--- src/rtl/msi_pkg.sv ---
// Shared encodings for the MSI cache controller: line states, bus commands,
// controller FSM states and the snoop state-transition helpers.
package msi_pkg;

    localparam logic [1:0] LINE_INV  = 2'b00;
    localparam logic [1:0] LINE_EXCL = 2'b01;
    localparam logic [1:0] LINE_SHRD = 2'b10;

    localparam logic [1:0] CMD_RD_MISS = 2'b00;
    localparam logic [1:0] CMD_WR_MISS = 2'b01;
    localparam logic [1:0] CMD_INVAL   = 2'b10;

    localparam logic [1:0] ST_IDLE   = 2'd0;
    localparam logic [1:0] ST_LOOKUP = 2'd1;
    localparam logic [1:0] ST_BUS    = 2'd2;
    localparam logic [1:0] ST_RESP   = 2'd3;

    // Next state of a matching line when another cache's request is snooped.
    // An invalidate seen on an exclusive line is not a legal MSI event; the
    // line is dropped without a flush. The unused command code is ignored.
    function automatic logic [1:0] snoop_next_state(input logic [1:0] cur, input logic [1:0] cmd);
        logic [1:0] nxt;
        nxt = cur;
        if (cur == LINE_SHRD && (cmd == CMD_WR_MISS || cmd == CMD_INVAL)) begin
            nxt = LINE_INV;
        end else if (cur == LINE_EXCL) begin
            if (cmd == CMD_RD_MISS) begin
                nxt = LINE_SHRD;
            end else if (cmd == CMD_WR_MISS || cmd == CMD_INVAL) begin
                nxt = LINE_INV;
            end
        end
        return nxt;
    endfunction

    // An exclusive line hit by a read or write miss must be supplied/written back.
    function automatic logic snoop_needs_flush(input logic [1:0] cur, input logic [1:0] cmd);
        return (cur == LINE_EXCL) && (cmd == CMD_RD_MISS || cmd == CMD_WR_MISS);
    endfunction

endpackage

--- src/rtl/msi_line_store.sv ---
// Per-line state and tag arrays with one CPU-side and one snoop-side port.
// When both ports write the same index on the same edge the CPU write wins.
module msi_line_store
    import msi_pkg::*;
#(
    parameter int NUM_LINES = 4,
    parameter int IDX_W     = 2,
    parameter int TAG_W     = 6
) (
    input  logic             clock,
    input  logic             reset_n,
    input  logic [IDX_W-1:0] cpu_idx,
    output logic [1:0]       cpu_state,
    output logic [TAG_W-1:0] cpu_tag,
    input  logic             cpu_we,
    input  logic [1:0]       cpu_wstate,
    input  logic [TAG_W-1:0] cpu_wtag,
    input  logic [IDX_W-1:0] snp_idx,
    output logic [1:0]       snp_state,
    output logic [TAG_W-1:0] snp_tag,
    input  logic             snp_we,
    input  logic [1:0]       snp_wstate
);

    logic [1:0]       state_q [NUM_LINES];
    logic [1:0]       state_d [NUM_LINES];
    logic [TAG_W-1:0] tag_q   [NUM_LINES];
    logic [TAG_W-1:0] tag_d   [NUM_LINES];

    assign cpu_state = state_q[cpu_idx];
    assign cpu_tag   = tag_q[cpu_idx];
    assign snp_state = state_q[snp_idx];
    assign snp_tag   = tag_q[snp_idx];

    // Merge both write ports; the CPU update is applied last so it takes priority.
    always_comb begin
        state_d = state_q;
        tag_d   = tag_q;
        if (snp_we) begin
            state_d[snp_idx] = snp_wstate;
        end
        if (cpu_we) begin
            state_d[cpu_idx] = cpu_wstate;
            tag_d[cpu_idx]   = cpu_wtag;
        end
    end

    // Line array registers; reset leaves every line invalid with tag 0.
    always_ff @(posedge clock or negedge reset_n) begin
        if (!reset_n) begin
            state_q <= '{default: LINE_INV};
            tag_q   <= '{default: '0};
        end else begin
            state_q <= state_d;
            tag_q   <= tag_d;
        end
    end

endmodule

--- src/rtl/msi_cache_controller.sv ---
// MSI snooping coherence controller for a direct-mapped cache.
// Optional feature: define MSI_STATS_EN to add saturating 32-bit counters
// stat_hits, stat_misses and stat_snoop_inv.
module msi_cache_controller
    import msi_pkg::*;
#(
    parameter int NUM_LINES = 4,
    parameter int ADDR_W    = 8
) (
    input  logic              clock,
    input  logic              reset_n,
    input  logic              cpu_req_valid,
    input  logic              cpu_req_write,
    input  logic [ADDR_W-1:0] cpu_req_addr,
    output logic              cpu_req_ready,
    output logic              cpu_resp_valid,
    output logic              cpu_resp_hit,
    output logic [1:0]        cpu_resp_state,
    output logic              bus_req_valid,
    output logic [1:0]        bus_req_cmd,
    output logic [ADDR_W-1:0] bus_req_addr,
    output logic              bus_req_wb,
    input  logic              bus_grant,
    input  logic              snoop_valid,
    input  logic [1:0]        snoop_cmd,
    input  logic [ADDR_W-1:0] snoop_addr,
    output logic              snoop_flush
`ifdef MSI_STATS_EN
    ,
    output logic [31:0]       stat_hits,
    output logic [31:0]       stat_misses,
    output logic [31:0]       stat_snoop_inv
`endif
);

    localparam int IDX_W = $clog2(NUM_LINES);
    localparam int TAG_W = ADDR_W - IDX_W;

    logic [1:0]        fsm_q, fsm_d;
    logic              write_q, write_d;
    logic [ADDR_W-1:0] addr_q, addr_d;
    logic [1:0]        cmd_q, cmd_d;
    logic              wb_q, wb_d;
    logic              hit_q, hit_d;
    logic [1:0]        rstate_q, rstate_d;
    logic              flush_q, flush_d;

    logic [IDX_W-1:0]  req_idx, snp_idx;
    logic [TAG_W-1:0]  req_tag, snp_tag_in;
    logic [1:0]        cur_state, snp_state, snp_next;
    logic [TAG_W-1:0]  cur_tag, snp_tag;
    logic              cpu_we, snp_we;
    logic [1:0]        cpu_wstate;
    logic              line_hit, snp_hit, snp_drop, snp_inv;

    assign req_idx    = addr_q[IDX_W-1:0];
    assign req_tag    = addr_q[ADDR_W-1:IDX_W];
    assign snp_idx    = snoop_addr[IDX_W-1:0];
    assign snp_tag_in = snoop_addr[ADDR_W-1:IDX_W];

    msi_line_store #(
        .NUM_LINES(NUM_LINES),
        .IDX_W    (IDX_W),
        .TAG_W    (TAG_W)
    ) u_lines (
        .clock     (clock),
        .reset_n   (reset_n),
        .cpu_idx   (req_idx),
        .cpu_state (cur_state),
        .cpu_tag   (cur_tag),
        .cpu_we    (cpu_we),
        .cpu_wstate(cpu_wstate),
        .cpu_wtag  (req_tag),
        .snp_idx   (snp_idx),
        .snp_state (snp_state),
        .snp_tag   (snp_tag),
        .snp_we    (snp_we),
        .snp_wstate(snp_next)
    );

    // Snoop evaluation; a snoop colliding with a grant on the same line is dropped.
    always_comb begin
        line_hit = (cur_state != LINE_INV) && (cur_tag == req_tag);
        snp_hit  = snoop_valid && (snp_state != LINE_INV) && (snp_tag == snp_tag_in);
        snp_drop = (fsm_q == ST_BUS) && bus_grant && (snp_idx == req_idx);
        snp_next = snoop_next_state(snp_state, snoop_cmd);
        snp_we   = snp_hit && !snp_drop && (snp_next != snp_state);
        snp_inv  = snp_we && (snp_next == LINE_INV);
        flush_d  = snp_hit && !snp_drop && snoop_needs_flush(snp_state, snoop_cmd);
    end

    // Request FSM: capture, look up, arbitrate for the bus, respond.
    always_comb begin
        fsm_d      = fsm_q;
        write_d    = write_q;
        addr_d     = addr_q;
        cmd_d      = cmd_q;
        wb_d       = wb_q;
        hit_d      = hit_q;
        rstate_d   = rstate_q;
        cpu_we     = 1'b0;
        cpu_wstate = (cmd_q == CMD_RD_MISS) ? LINE_SHRD : LINE_EXCL;
        case (fsm_q)
            ST_IDLE: begin
                if (cpu_req_valid) begin
                    write_d = cpu_req_write;
                    addr_d  = cpu_req_addr;
                    fsm_d   = ST_LOOKUP;
                end
            end
            ST_LOOKUP: begin
                // A snoop to this index changes the line under us: re-evaluate next cycle.
                if (!(snoop_valid && snp_idx == req_idx)) begin
                    hit_d = line_hit;
                    if (line_hit && (!write_q || cur_state == LINE_EXCL)) begin
                        rstate_d = cur_state;
                        fsm_d    = ST_RESP;
                    end else begin
                        wb_d  = !line_hit && (cur_state == LINE_EXCL);
                        cmd_d = line_hit ? CMD_INVAL : (write_q ? CMD_WR_MISS : CMD_RD_MISS);
                        fsm_d = ST_BUS;
                    end
                end
            end
            ST_BUS: begin
                if (bus_grant) begin
                    cpu_we   = 1'b1;
                    rstate_d = cpu_wstate;
                    fsm_d    = ST_RESP;
                end else if (cmd_q == CMD_INVAL && snp_inv && snoop_addr == addr_q) begin
                    // Our shared copy was stolen before the upgrade won the bus.
                    cmd_d = CMD_WR_MISS;
                    hit_d = 1'b0;
                end
            end
            default: begin
                fsm_d = ST_IDLE;
            end
        endcase
    end

    // Controller registers.
    always_ff @(posedge clock or negedge reset_n) begin
        if (!reset_n) begin
            fsm_q    <= ST_IDLE;
            write_q  <= 1'b0;
            addr_q   <= '0;
            cmd_q    <= CMD_RD_MISS;
            wb_q     <= 1'b0;
            hit_q    <= 1'b0;
            rstate_q <= LINE_INV;
            flush_q  <= 1'b0;
        end else begin
            fsm_q    <= fsm_d;
            write_q  <= write_d;
            addr_q   <= addr_d;
            cmd_q    <= cmd_d;
            wb_q     <= wb_d;
            hit_q    <= hit_d;
            rstate_q <= rstate_d;
            flush_q  <= flush_d;
        end
    end

    assign cpu_req_ready  = (fsm_q == ST_IDLE);
    assign cpu_resp_valid = (fsm_q == ST_RESP);
    assign cpu_resp_hit   = cpu_resp_valid && hit_q;
    assign cpu_resp_state = cpu_resp_valid ? rstate_q : LINE_INV;
    assign bus_req_valid  = (fsm_q == ST_BUS);
    assign bus_req_cmd    = bus_req_valid ? cmd_q : CMD_RD_MISS;
    assign bus_req_addr   = bus_req_valid ? addr_q : '0;
    assign bus_req_wb     = bus_req_valid && wb_q;
    assign snoop_flush    = flush_q;

`ifdef MSI_STATS_EN
    logic [31:0] hits_q, hits_d, misses_q, misses_d, sinv_q, sinv_d;

    // Saturating event counters.
    always_comb begin
        hits_d   = hits_q;
        misses_d = misses_q;
        sinv_d   = sinv_q;
        if (cpu_resp_valid && hit_q && hits_q != '1) begin
            hits_d = hits_q + 32'd1;
        end
        if (cpu_resp_valid && !hit_q && misses_q != '1) begin
            misses_d = misses_q + 32'd1;
        end
        if (snp_inv && sinv_q != '1) begin
            sinv_d = sinv_q + 32'd1;
        end
    end

    // Counter registers.
    always_ff @(posedge clock or negedge reset_n) begin
        if (!reset_n) begin
            hits_q   <= '0;
            misses_q <= '0;
            sinv_q   <= '0;
        end else begin
            hits_q   <= hits_d;
            misses_q <= misses_d;
            sinv_q   <= sinv_d;
        end
    end

    assign stat_hits      = hits_q;
    assign stat_misses    = misses_q;
    assign stat_snoop_inv = sinv_q;
`endif

endmodule

--- config.mk ---
export PLATFORM = sky130hd
export DESIGN_NAME = msi_cache_controller
export DESIGN_NICKNAME = d
export VERILOG_FILES = /design/src/rtl/msi_pkg.sv /design/src/rtl/msi_line_store.sv /design/src/rtl/msi_cache_controller.sv
export SDC_FILE = /design/constraint.sdc
export NUM_CORES = 1
export LEC_CHECK = 0
export BUFFER_PORTS_ARGS = -buffer_cell sky130_fd_sc_hd__clkbuf_2
export CORE_ASPECT_RATIO = 1.25
export CORE_MARGIN = 2
export CORE_UTILIZATION = 55
export DETAILED_ROUTE_END_ITERATION = 16
export PLACE_DENSITY = 0.82
export SLEW_MARGIN = 20
export SYNTH_ARGS = -nofsm -noshare
export SYNTH_HDL_FRONTEND = slang
export SYNTH_SLANG_ARGS = --single-unit
--- constraint.sdc ---
create_clock -name clock -period 5.65 [get_ports clock]
set_input_delay 1.13 -clock clock [delete_from_list [all_inputs] [get_ports clock]]
set_output_delay 1.13 -clock clock [all_outputs]
set_load 0.005 [all_outputs]
==> out/qor.txt <==
Most numerous cell on the critical path - inv_1
Max incr delay on CP - 0.60 ns
Peak supply drop - 279 uV
Minimum clock period - 3.14 ns
Drt drc - 0
Syn nets - 330
Final HPWL DP - 5230 um
Status - finished clean
Final setup violation count - 0
Postcts setup bufs - 0
Number of max-cap violations - 0
Nets - 363
Iter 0 DRT Violations - 145
Post-Syn Instances - 300
CP startpoint - fsm_q[0]
CP delay by family, top - adder cells
WP data required - 4.52 ns
Count leader, synth - dfrtp_1
Relative slew slack - 0.419
First-pass detailed-route iteration total - 4
Final Hold Viols - 0
Post-Route WL - 7060 um
Critical Path Fanout Max - 20
Max Slew Vio Count - 0
Gr ovfl total - 0
Leak - 1.59 nW
Clock Sinks - 50
Count of cell types in the netlist - 42
RSZ-0062 raised after global routing - false
Synth Flop Type - dfrtp_1
Area share of the largest cell type after synthesis - 0.392
CTS Hold Buffers Added - 0
Worst R2R Setup Slack - 2.68 ns
Initial Util - 0.560
Syn avg cell area - 10.6 um^2
Total power per unit cell area - 563 nW/um^2
WHS - 0.526 ns
Num rows - 31
Post-route ant nets - 0
Inserted Clock Buffers - 5
FF+latch count, synth - 50
R2R Path End - cmd_q[1]
Clk_lat worst skew - 0.31 ns
CP Capture Type - primary output
Fin Clk Skew - 0.0144 ns
Slew @ Worst Pin - 0.865 ns
Fill cells - 482
Mapped Area - 3190 um^2
Origin of the critical flop-to-flop path - addr_q[1]
H-tree depth reported by CTS - 2
WL per Instance - 17.7 um
Die area - 6440 um^2
Core area - 5700 um^2
Area leader, netlist - dfrtp_1
Die height - 89.2 um
Vias per cell - 6.05
Vias - 2413
Worst setup SP type - register
Layout Area Growth over Synthesis - 9.71%
Number of synthesized flops with an enable pin - 0
Global-route usage over all layers - 0.232
Critical Path Stages - 5
Buf+Inv Stages, Crit Path - 3
Gpl congestion - 0.913
Max Root-Sink Buffers - 2
Top cells by area, synth - dfrtp_1 (39%), mux2_2 (9.9%), mux2i_1 (7.2%)
Cts repair resizes - 0
Final Cycle Share - 0.555
Crit path cell chain - inv_1, ha_1, inv_1, nor2_1, clkbuf_2
Fraction of layout cells with a size suffix above 1 - 0.273
Global-route wire length before repair - 11400 um
I/O Buffers - 41
Worst EP arrival - 2.01 ns
Class of the tightest hold or removal check - register to register
Largest net degree at the start of global routing - 51
Initial antenna violation count - 0
Clock-pin slew on the worst setup and hold paths - 0.10 ns
Commonest cells post-synth - dfrtp_1 (50), nand2_1 (30), mux2_2 (28)
Power, Total - 0.00197 W
Worst R2R Path Depth - 7
Die Width - 72.2 um
CP Class - register to primary output
Ys async rst share - 1.00
Diode count - 0
Yosys warning count - 0
CTS tree - built
FMAX - 319 MHz
CP endpoint - bus_req_cmd[1]
CTS root buffer - clkbuf_8
Number of global-route vias before repair - 2348
Total I/O pin count - 42
Setup TNS - 0 ns
Seq/Total Area, Yosys - 0.392
Crit-path slowest cell - ha_1
-- how the worst min path moves through the flow --
| stage | cells past startpoint | from | endpoint | slack (ns) |
|---|---|---|---|---|
| final | 2 | u_lines.tag_q[22] | u_lines.tag_q[22] | 0.53 |
| after global routing | 2 | u_lines.tag_q[22] | u_lines.tag_q[22] | 0.55 |
| after CTS | 2 | u_lines.tag_q[22] | u_lines.tag_q[22] | 0.53 |
| after detailed placement | 2 | u_lines.tag_q[22] | u_lines.tag_q[22] | 0.50 |
| after global placement | 2 | u_lines.tag_q[23] | u_lines.tag_q[23] | 0.49 |
| after floorplan | 2 | u_lines.tag_q[23] | u_lines.tag_q[23] | 0.46 |
-- registers in the layout, indices dropped and copies added, names as in the netlist --
signal,flops
snoop_flush,1
rstate_q,2
cmd_q,2
u_lines.state_q,8
wb_q,1
addr_q,8
fsm_q,2
hit_q,1
write_q,1
u_lines.tag_q,24
-- cell usage in the layout (no fill, tap or decap), drive strengths merged, types with 2 or more instances in the layout --
master / instances
a211oi: 6
a21oi: 8
a31o: 2
a31oi: 4
and2: 14
and4b: 2
clkbuf: 46
dfrtp: 50
ha: 6
inv: 9
mux2: 28
mux2i: 23
mux4: 8
nand2: 30
nand2b: 4
nand4: 6
nor2: 19
nor3: 4
nor4: 4
o21ai: 6
o22ai: 4
o31ai: 2
xnor2: 16
xor2: 16
-- worst min-delay path, delay by kind of cell, from the launching register on --
kind	cells	cell delay, ns
flip-flops	1	0.38
AND/OR/NAND/NOR	2	0.12
-- area by class of cell --
| cell class | count | area [um^2] | share of cell area |
|---|---|---|---|
| Clock buffer | 5 | 68.8 | 0.0196 |
| Clock inverter | 2 | 38.8 | 0.0111 |
| Inverter | 9 | 33.8 | 0.00964 |
| Multi-Input combinational cell | 225 | 1820 | 0.518 |
| Sequential cell | 50 | 1250 | 0.357 |
| Tap cell | 66 | 82.6 | 0.0236 |
| Timing Repair Buffer | 42 | 213 | 0.0607 |
-- metal layers --
layer | vias to the layer above | global-route usage | part of all wire
met3 | 13 | 0.0338 | 0.040
met2 | 58 | 0.422 | 0.52
met4 | 0 | 0.0978 | 0.024
li1 | 1133 | - | -
met1 | 1209 | 0.274 | 0.41
met5 | - | 0 | 0
-- report_power, final --
group	leakage (nW)	switching (W)	internal, W
Clock	0.0542	0.000119	0.000130
Sequential	0.610	0.000238	0.000527
Combinational	0.928	0.000465	0.000495
-- kinds of logic after synthesis --
logic type,after synthesis,synth area share
mux,59,0.227
fa+ha+maj,6,0.0235
flops,50,0.392
simple gates,89,0.148
compound gates,39,0.0823
xor+xnor,32,0.0877
buf+inv,25,0.0396
-- through the flow --
step	setup slack (ns)	area, um^2	utilization	std cells
CTS	2.51	3500	0.615	399
floorplan	2.78	3190	-	300
detailed placement	2.36	3400	0.596	392
global route	2.40	3500	0.615	399
finish	2.51	3500	0.615	399
global placement	2.46	3400	0.596	392
Note: power is estimated with default switching activity, not from simulation.
